===== config.mk =====
export PLATFORM = sky130hd
export DESIGN_NAME = wb_commit_sched
export DESIGN_NICKNAME = d
export VERILOG_FILES = /design/src/rtl/wb_commit_sched_pkg.sv /design/src/rtl/wb_commit_sched_queue.sv /design/src/rtl/wb_commit_sched.sv
export SDC_FILE = /design/constraint.sdc
export NUM_CORES = 1
export LEC_CHECK = 0
export CORE_ASPECT_RATIO = 0.8
export CORE_MARGIN = 2
export CORE_UTILIZATION = 35
export CTS_CLUSTER_SIZE = 14
export DETAILED_ROUTE_END_ITERATION = 8
export PLACE_DENSITY = 0.56
export REMOVE_ABC_BUFFERS = 1
export SLEW_MARGIN = 20
export SYNTH_ARGS = -nofsm -noshare
export SYNTH_HDL_FRONTEND = slang
export SYNTH_SLANG_ARGS = --single-unit

===== constraint.sdc =====
create_clock -name clk -period 22.6 [get_ports clk]
set_input_delay 3.39 -clock clk [delete_from_list [all_inputs] [get_ports clk]]
set_output_delay 3.39 -clock clk [all_outputs]
set_load 0.005 [all_outputs]

===== src/rtl/wb_commit_sched_pkg.sv =====
// Shared types for the writeback-to-commit-trace scheduler.
package wb_commit_sched_pkg;

  typedef struct packed {
    logic [31:0] pc;
    logic [3:0]  wen;
    logic [4:0]  wnum;
    logic [31:0] wdata;
  } commit_entry_t;

  typedef enum logic [1:0] {
    EMPTY  = 2'd0,
    ACTIVE = 2'd1,
    STALL  = 2'd2
  } sched_state_e;

  localparam logic [4:0] REG_ZERO = 5'd0;

endpackage


===== src/rtl/wb_commit_sched_queue.sv =====
// Circular entry buffer with two write ports (in-order slots wr, wr+1) and one read port.
module commit_queue_2w1r
  import wb_commit_sched_pkg::*;
#(
  parameter int unsigned DEPTH = 8,
  parameter int unsigned AW    = $clog2(DEPTH)
) (
  input  logic          clk,
  input  logic          reset,
  input  logic [1:0]    n_push,
  input  commit_entry_t wr0_data,
  input  commit_entry_t wr1_data,
  input  logic          pop,
  output commit_entry_t head,
  output logic [AW:0]   occupancy,
  output logic [AW:0]   occ_next
);

  commit_entry_t mem [DEPTH];
  logic [AW:0]   wr_ptr, rd_ptr;
  logic [AW-1:0] wr_idx, wr_idx1;

  assign wr_idx  = wr_ptr[AW-1:0];
  assign wr_idx1 = wr_idx + AW'(1);

  // Storage is never reset; stale entries stay hidden behind the pointers.
  always_ff @(posedge clk) begin
    if (n_push != 2'd0) mem[wr_idx]  <= wr0_data;
    if (n_push == 2'd2) mem[wr_idx1] <= wr1_data;
  end

  always_ff @(posedge clk) begin
    if (reset) begin
      wr_ptr <= '0;
      rd_ptr <= '0;
    end else begin
      wr_ptr <= wr_ptr + (AW+1)'(n_push);
      rd_ptr <= rd_ptr + (AW+1)'(pop);
    end
  end

  assign occupancy = wr_ptr - rd_ptr;
  assign occ_next  = occupancy + (AW+1)'(n_push) - (AW+1)'(pop);
  assign head      = mem[rd_ptr[AW-1:0]];

endmodule


===== src/rtl/wb_commit_sched.sv =====
// Orders dual-lane register writes into a single commit trace stream with registered W-stage backpressure.
module wb_commit_sched
  import wb_commit_sched_pkg::*;
#(
  parameter int unsigned DEPTH = 8,
  parameter int unsigned AW    = $clog2(DEPTH)
) (
  input  logic        clk,
  input  logic        reset,
  input  logic        w_stall,
  input  logic [31:0] alpha_pc,
  input  logic [3:0]  alpha_wen,
  input  logic [4:0]  alpha_wnum,
  input  logic [31:0] alpha_wdata,
  input  logic [31:0] beta_pc,
  input  logic [3:0]  beta_wen,
  input  logic [4:0]  beta_wnum,
  input  logic [31:0] beta_wdata,
  output logic        sched_stall_req,
  output logic        out_valid,
  input  logic        out_ready,
  output logic [31:0] out_pc,
  output logic [3:0]  out_wen,
  output logic [4:0]  out_wnum,
  output logic [31:0] out_wdata,
  output logic [AW:0] occupancy,
  output logic [31:0] commit_cnt
);

  sched_state_e  state, state_next;
  commit_entry_t alpha_e, beta_e, wr0_data, wr1_data, head;
  logic          alpha_q, beta_q, pop;
  logic [1:0]    n_push;
  logic [AW:0]   occ_next;

  assign alpha_e = '{pc: alpha_pc, wen: alpha_wen, wnum: alpha_wnum, wdata: alpha_wdata};
  assign beta_e  = '{pc: beta_pc,  wen: beta_wen,  wnum: beta_wnum,  wdata: beta_wdata};

  assign sched_stall_req = (state == STALL);
  assign alpha_q = (alpha_wen != '0) && (alpha_wnum != REG_ZERO) && !w_stall && !sched_stall_req;
  assign beta_q  = (beta_wen  != '0) && (beta_wnum  != REG_ZERO) && !w_stall && !sched_stall_req;
  assign n_push  = {1'b0, alpha_q} + {1'b0, beta_q};

  // Compact qualifying lanes onto write port 0 first so program order is kept.
  assign wr0_data = alpha_q ? alpha_e : beta_e;
  assign wr1_data = beta_e;

  assign out_valid = (occupancy != '0);
  assign pop       = out_valid && out_ready;

  commit_queue_2w1r #(
    .DEPTH (DEPTH),
    .AW    (AW)
  ) u_queue (
    .clk       (clk),
    .reset     (reset),
    .n_push    (n_push),
    .wr0_data  (wr0_data),
    .wr1_data  (wr1_data),
    .pop       (pop),
    .head      (head),
    .occupancy (occupancy),
    .occ_next  (occ_next)
  );

  assign out_pc    = out_valid ? head.pc    : '0;
  assign out_wen   = out_valid ? head.wen   : '0;
  assign out_wnum  = out_valid ? head.wnum  : '0;
  assign out_wdata = out_valid ? head.wdata : '0;

  always_ff @(posedge clk) begin
    if (reset) begin
      state      <= EMPTY;
      commit_cnt <= '0;
    end else begin
      state      <= state_next;
      commit_cnt <= commit_cnt + 32'(pop);
    end
  end

  always_comb begin
    state_next = state;
    unique case (state)
      EMPTY, ACTIVE: begin
        if (occ_next == '0)                         state_next = EMPTY;
        else if (occ_next >= (AW+1)'(DEPTH - 1))    state_next = STALL;
        else                                        state_next = ACTIVE;
      end
      STALL: begin
        if (occ_next == '0)                         state_next = EMPTY;
        else if (occ_next <= (AW+1)'(DEPTH - 2))    state_next = ACTIVE;
        else                                        state_next = STALL;
      end
      default:                                      state_next = EMPTY;
    endcase
  end

endmodule

After elaboration in Yosys (flattened, before gate mapping). Memory sizes are Yosys's and may differ from the RTL's. A register that Yosys moved wholly into a read port is not among the register bits. Index checks and enable logic that the tools add are counted.

Register bits after elaboration: 42. Memory bits (writable): 584. Input port bits: 150. Output and inout bits: 111. Logic and storage cells: 51. Memories kept: 1.

Add/subtract/negate cells: 8. $lt $le $gt $ge: 2. Equal/unequal tests: 3. Mux-type cells: 15. Reductions and logical operators: 18.

Memories: u_queue.mem (words 8, width 73, read ports 1, clocked after Yosys merged registers in 1, write ports 2, line wb_commit_sched_queue.sv:19) `commit_entry_t mem [DEPTH];`.

Operator list (number): $mux W73 (1); $mux W32 (2); $add A32 B1 Y32 (1); $reduce_bool A4 Y1 (3); $reduce_bool A5 Y1 (2); $add A4 B2 Y4 (2); $mux W2 (4); $logic_and A1 B1 Y1 (7); $mux W5 (1); $add A4 B1 Y4 (1); $eq A2 B2 Y1 const B (2); $ge A4 B3 Y1 const B (1); $le A4 B3 Y1 const B (1); $logic_not A4 Y1 (1); $mux W1 (4); $mux W4 (1); $pmux W2 S2 (1); $sub A4 B1 Y4 (1); $sub A4 B4 Y4 (1); $add A3 B1 Y3 const B (1); $mux W3 (1); $add A1 B1 Y2 (1); $eq A2 B1 Y1 const B (1); $logic_not A1 Y1 (2); other kinds (3) (3).

Depth between registers and ports, before layout.
Depth after elaboration: 11. Mapped depth: 19.

Cells and area by module. Synthesis repeated with hierarchy kept, for this count alone.

Cells, all modules: 2106. Area, all modules: 32806.5 µm².

By module, submodules not included: commit_queue_2w1r (times used 1, cells each 1738, area each 29734.8 µm², seq. area each 17697.0 µm²); wb_commit_sched (times used 1, cells each 368, area each 3071.7 µm², seq. area each 680.7 µm²).

Worst setup path after synthesis. Ideal clock, no wire load.

Kind: in2reg. Start: input port alpha_wnum[0]. End: memory u_queue.mem[0][0] (netlist bit), enable pin. Setup time: 0.612 ns. Arrival time: 9.900 ns. Data required time: 21.988 ns. Path slack: 12.088 ns. Cell stages on the path: 7. Path buffers: 0. Path through: nor3_1 a211o_1 nor2_1 inv_1 ha_1 or2_2 o31ai_1.

RTL lines: start: declaration (line wb_commit_sched.sv:13) `input logic [4:0] alpha_wnum,`; end: declaration (line wb_commit_sched_queue.sv:19).

Worst setup path in the final report.
Start: register u_queue.rd_ptr[2]. End: output port out_wen[1].

Cells in the longest elaborated chain, start to end: 3.

RTL lines: start: declaration (line wb_commit_sched_queue.sv:20) `logic [AW:0] wr_ptr, rd_ptr;`; start signal: assignment (line wb_commit_sched_queue.sv:38) `rd_ptr <= rd_ptr + (AW+1)'(pop);`; $sub A4 B4 Y4 (line wb_commit_sched_queue.sv:42) `assign occupancy = wr_ptr - rd_ptr;`; $reduce_bool A4 Y1 (line wb_commit_sched.sv:48) `assign out_valid = (occupancy != '0);`; $mux W4 (line wb_commit_sched.sv:67) `assign out_wen = out_valid ? head.wen : '0;`; end: declaration (line wb_commit_sched.sv:23) `output logic [3:0] out_wen,`.

No other way between the ends.

==> metrics.cfg <==
[pwr]
power.switching_mw=1.49
p_leak_nw=12.1
comb_power_share_pct=40.2
max-vdd-ir-drop_uv=103
p_int_mw=3.04
p_per_area_nw_per_um2=121
power_frac_clock_pct=23.8
swShare_pct=32.9
p_seq_share_pct=36.0
power.total_mw=4.53

[worst_setup_path]
crit_top_cell=ha_1
cpPeakStageDelay_ns=0.76
r2r_start=u_queue.rd_ptr[2]
path_max_fanout=44
path_class=flop to output port
start_kind=flop
rr_endpoint=state[1]
critical_path_arrival_ns=5.13
path_delay_family=buffers and inverters
critPathRequiredTime_ns=19.21
slowest_stage=clkinv_2
path_buf_inv=3
reg2reg_slack_ns=17.35
crit_chain=clkinv_2 -> ha_1 -> a21o_1 -> xor2_1 -> ha_1 -> and3b_4 -> buf_4 -> a21oi_1 -> clkdlybuf4s50_1
end_kind=output port
reg2reg_depth=15

[yosys]
ys_warn_count=0
netlist_instances=1965
synth-edff-count=584
yosys.area_share.simple_pct=4.34
ys_seq_elements=626
synth_xor_area_share_pct=0.658
synth-compound-area-share_pct=2.34
async_reset_ff_share_pct=0
syn_area_per_cell_um2=16.3
synth_cell_types=50
synth_top_flop_cell=edfxtp_1
syn-cell-area_um2=32000
muxShareOfSynthArea_pct=30.9
synthAdderAreaFrac_pct=0.775
ys_seq_area_share_pct=57.5
synth_top_family_by_area=multiplexers

[cells_and_area]
drive_above_1_share_pct=36.1
fillCellCount=8212
multi_input_area_um2=12600
post-route-util_pct=41.4
mostFrequentLayoutCells=584 x edfxtp_1, 500 x mux2_2, 260 x clkdlybuf4s50_1
syn2layout_area_growth_pct=17.5
nets=2366
regArea_um2=18400
layout_commonest_cell=edfxtp_1

[placed_design]
gp_congestion=0.789
portBuffers=260
dp_hpwl_mm=51.1

[clock_network]
path_clk_slew_ns=0.06
cts_tree=built
cts_setup_buffers=0
holdBufCountCts=0
cts_htree_levels=3
cts_buffers=72
post_cts_resized=0
clock_sinks=626
clk_path_buf_depth=3
clk-insertion-delay-late_ns=0.62
root_buffer=clkbuf_16

[job]
maxCapViolations=0

[grt]
grtUsageTotal_pct=19.4
grt_max_degree=115
grt_pass1_wl_mm=134
overflow=0
antenna_found_initial=23
grt_pass1_vias=20100

[sta]
relSlewSlack_pct=30.5
hold_viol=0
period_needed_ns=8.52
slew_violations=0
skew_ns=0.0137
rsz0062_at_grt=false
finalSetupViolCount=0
tns_ns=0
worst_pin_slew_ns=1.04
timing.final.crit_share_pct=37.7
max_freq_mhz=117

[routing]
wire_per_inst_um=26.3
first_iter_violations=1155
vias=18700
drtAntennaViolNets=0
wirelength_mm=91.3
vias_per_cell=5.39
drc=0
firstDrtPassIters=5

[min_path]
hold_depth=2
worstHoldPathType=flop to flop
hold_start=commit_cnt[21]
min_to=commit_cnt[21]

[floorplanning]
num_io_pins=261
chipHeight_um=274
initial_core_util_pct=35.2
core_um2=90800
num_rows=99
die_x_um=342
dieArea_um2=93800

[run_status]
status=finished clean

[state kept, by name (all words and copies together) (netlist names)]
name / cells
commit_cnt: 32
state: 2
u_queue.mem: 584
u_queue.rd_ptr: 4
u_queue.wr_ptr: 4
[kinds of logic after synthesis]
group	Yosys count
multiplexers	727
flip-flops	626
AND/OR/NAND/NOR	284
buffers and inverters	156
AO/OA/AOI/OAI	130
XOR/XNOR	24
adder cells (fa/ha/maj)	18
[cell usage after synthesis, types with 3 or more instances]
library cell	n	share of area (%)
mux4_2	146	10
nand2b_1	3	0.059
or3_1	5	0.098
nand3_4	4	0.22
o21ai_0	7	0.11
mux2_4	13	0.61
a22o_1	4	0.11
fa_1	3	0.19
nor2b_1	10	0.20
and2_1	3	0.059
nand2_1	163	1.9
a21o_1	3	0.070
edfxtp_1	584	55
or4_1	14	0.33
dfxtp_1	42	2.6
or2_2	3	0.059
nor2_1	25	0.29
and3_1	7	0.14
xor2_1	10	0.27
mux2_2	500	18
a21oi_1	91	1.4
nor3_1	9	0.14
ha_1	15	0.59
nand4_1	10	0.20
nor4_1	8	0.16
buf_6	52	1.8
inv_1	21	0.25
buf_12	7	0.44
mux2_1	68	2.4
xnor2_1	14	0.38
buf_1	10	0.12
nand3_1	10	0.16
buf_2	19	0.30
o31ai_1	16	0.38
clkbuf_1	46	0.54
[worst register-to-register path, stage by stage, from the launching register on]
cell and delay [ns]:
dfxtp_4 0.61, clkinv_2 0.76, ha_1 0.63, a21o_1 0.20, xor2_1 0.15, ha_1 0.16, and3b_4 0.74, inv_1 0.22
nand2_1 0.23, or2_2 0.18, nand2_1 0.06, ha_1 0.21, fa_1 0.43, xor2_1 0.18, and3_1 0.20, o21a_1 0.17
[cell type report]
class | instances | area share (%)
Sequential cell | 626 | 48.9
Clock buffer | 91 | 4.98
Clock inverter | 40 | 0.693
Inverter | 21 | 0.213
Timing Repair Buffer | 294 | 7.64
Antenna cell | 3 | 0.0200
Tap cell | 1212 | 4.04
Multi-Input combinational cell | 1183 | 33.5
[through the flow]
stage                     instances  hold slack, ns  setup slack (ns)  cell area (µm²)
after CTS                      3467           0.496             13.86            37600
after floorplan                1830           0.470             10.16            30900
after global placement         3336           0.472             14.61            35400
after global routing           3469           0.525             13.68            37600
final                          3470           0.498             14.08            37600
after detailed placement       3336           0.486             14.53            35400
[power by group through the flow]
| stage | Clock, mW | Combinational, mW | Sequential, mW |
|---|---|---|---|
| 5_1_grt | 1.15 | 1.97 | 1.65 |
| 4_1_cts | 1.11 | 1.86 | 1.63 |
| 6_report | 1.08 | 1.82 | 1.63 |
| 3_3_place_gp | 0 | 1.84 | 1.64 |
| 3_5_place_dp | 0 | 1.85 | 1.66 |
| 2_1_floorplan | 0 | 1.01 | 1.71 |
[routing by layer]
| layer | up-vias | GRT usage, % | wire length, µm |
|---|---|---|---|
| met5 | - | 0 | 249 |
| met4 | 38 | 4.97 | 1860 |
| met3 | 154 | 4.07 | 5000 |
| met2 | 456 | 32.4 | 44300 |
| met1 | 9802 | 25.6 | 39800 |
| li1 | 8255 | - | - |
[how the worst max path moves through the flow]
stage               slack [ns]               from  cells past startpoint    endpoint
CTS                      13.86  u_queue.rd_ptr[2]                      9  out_wen[0]
global route             13.68  u_queue.rd_ptr[2]                      9  out_wen[1]
global placement         14.61  u_queue.rd_ptr[2]                      9  out_wen[1]
floorplan                10.16  u_queue.rd_ptr[0]                      7   out_valid
detailed placement       14.53  u_queue.rd_ptr[2]                      9  out_wen[0]
finish                   14.08  u_queue.rd_ptr[2]                      9  out_wen[1]
No activity file was read; power rests on OpenSTA's default activity.
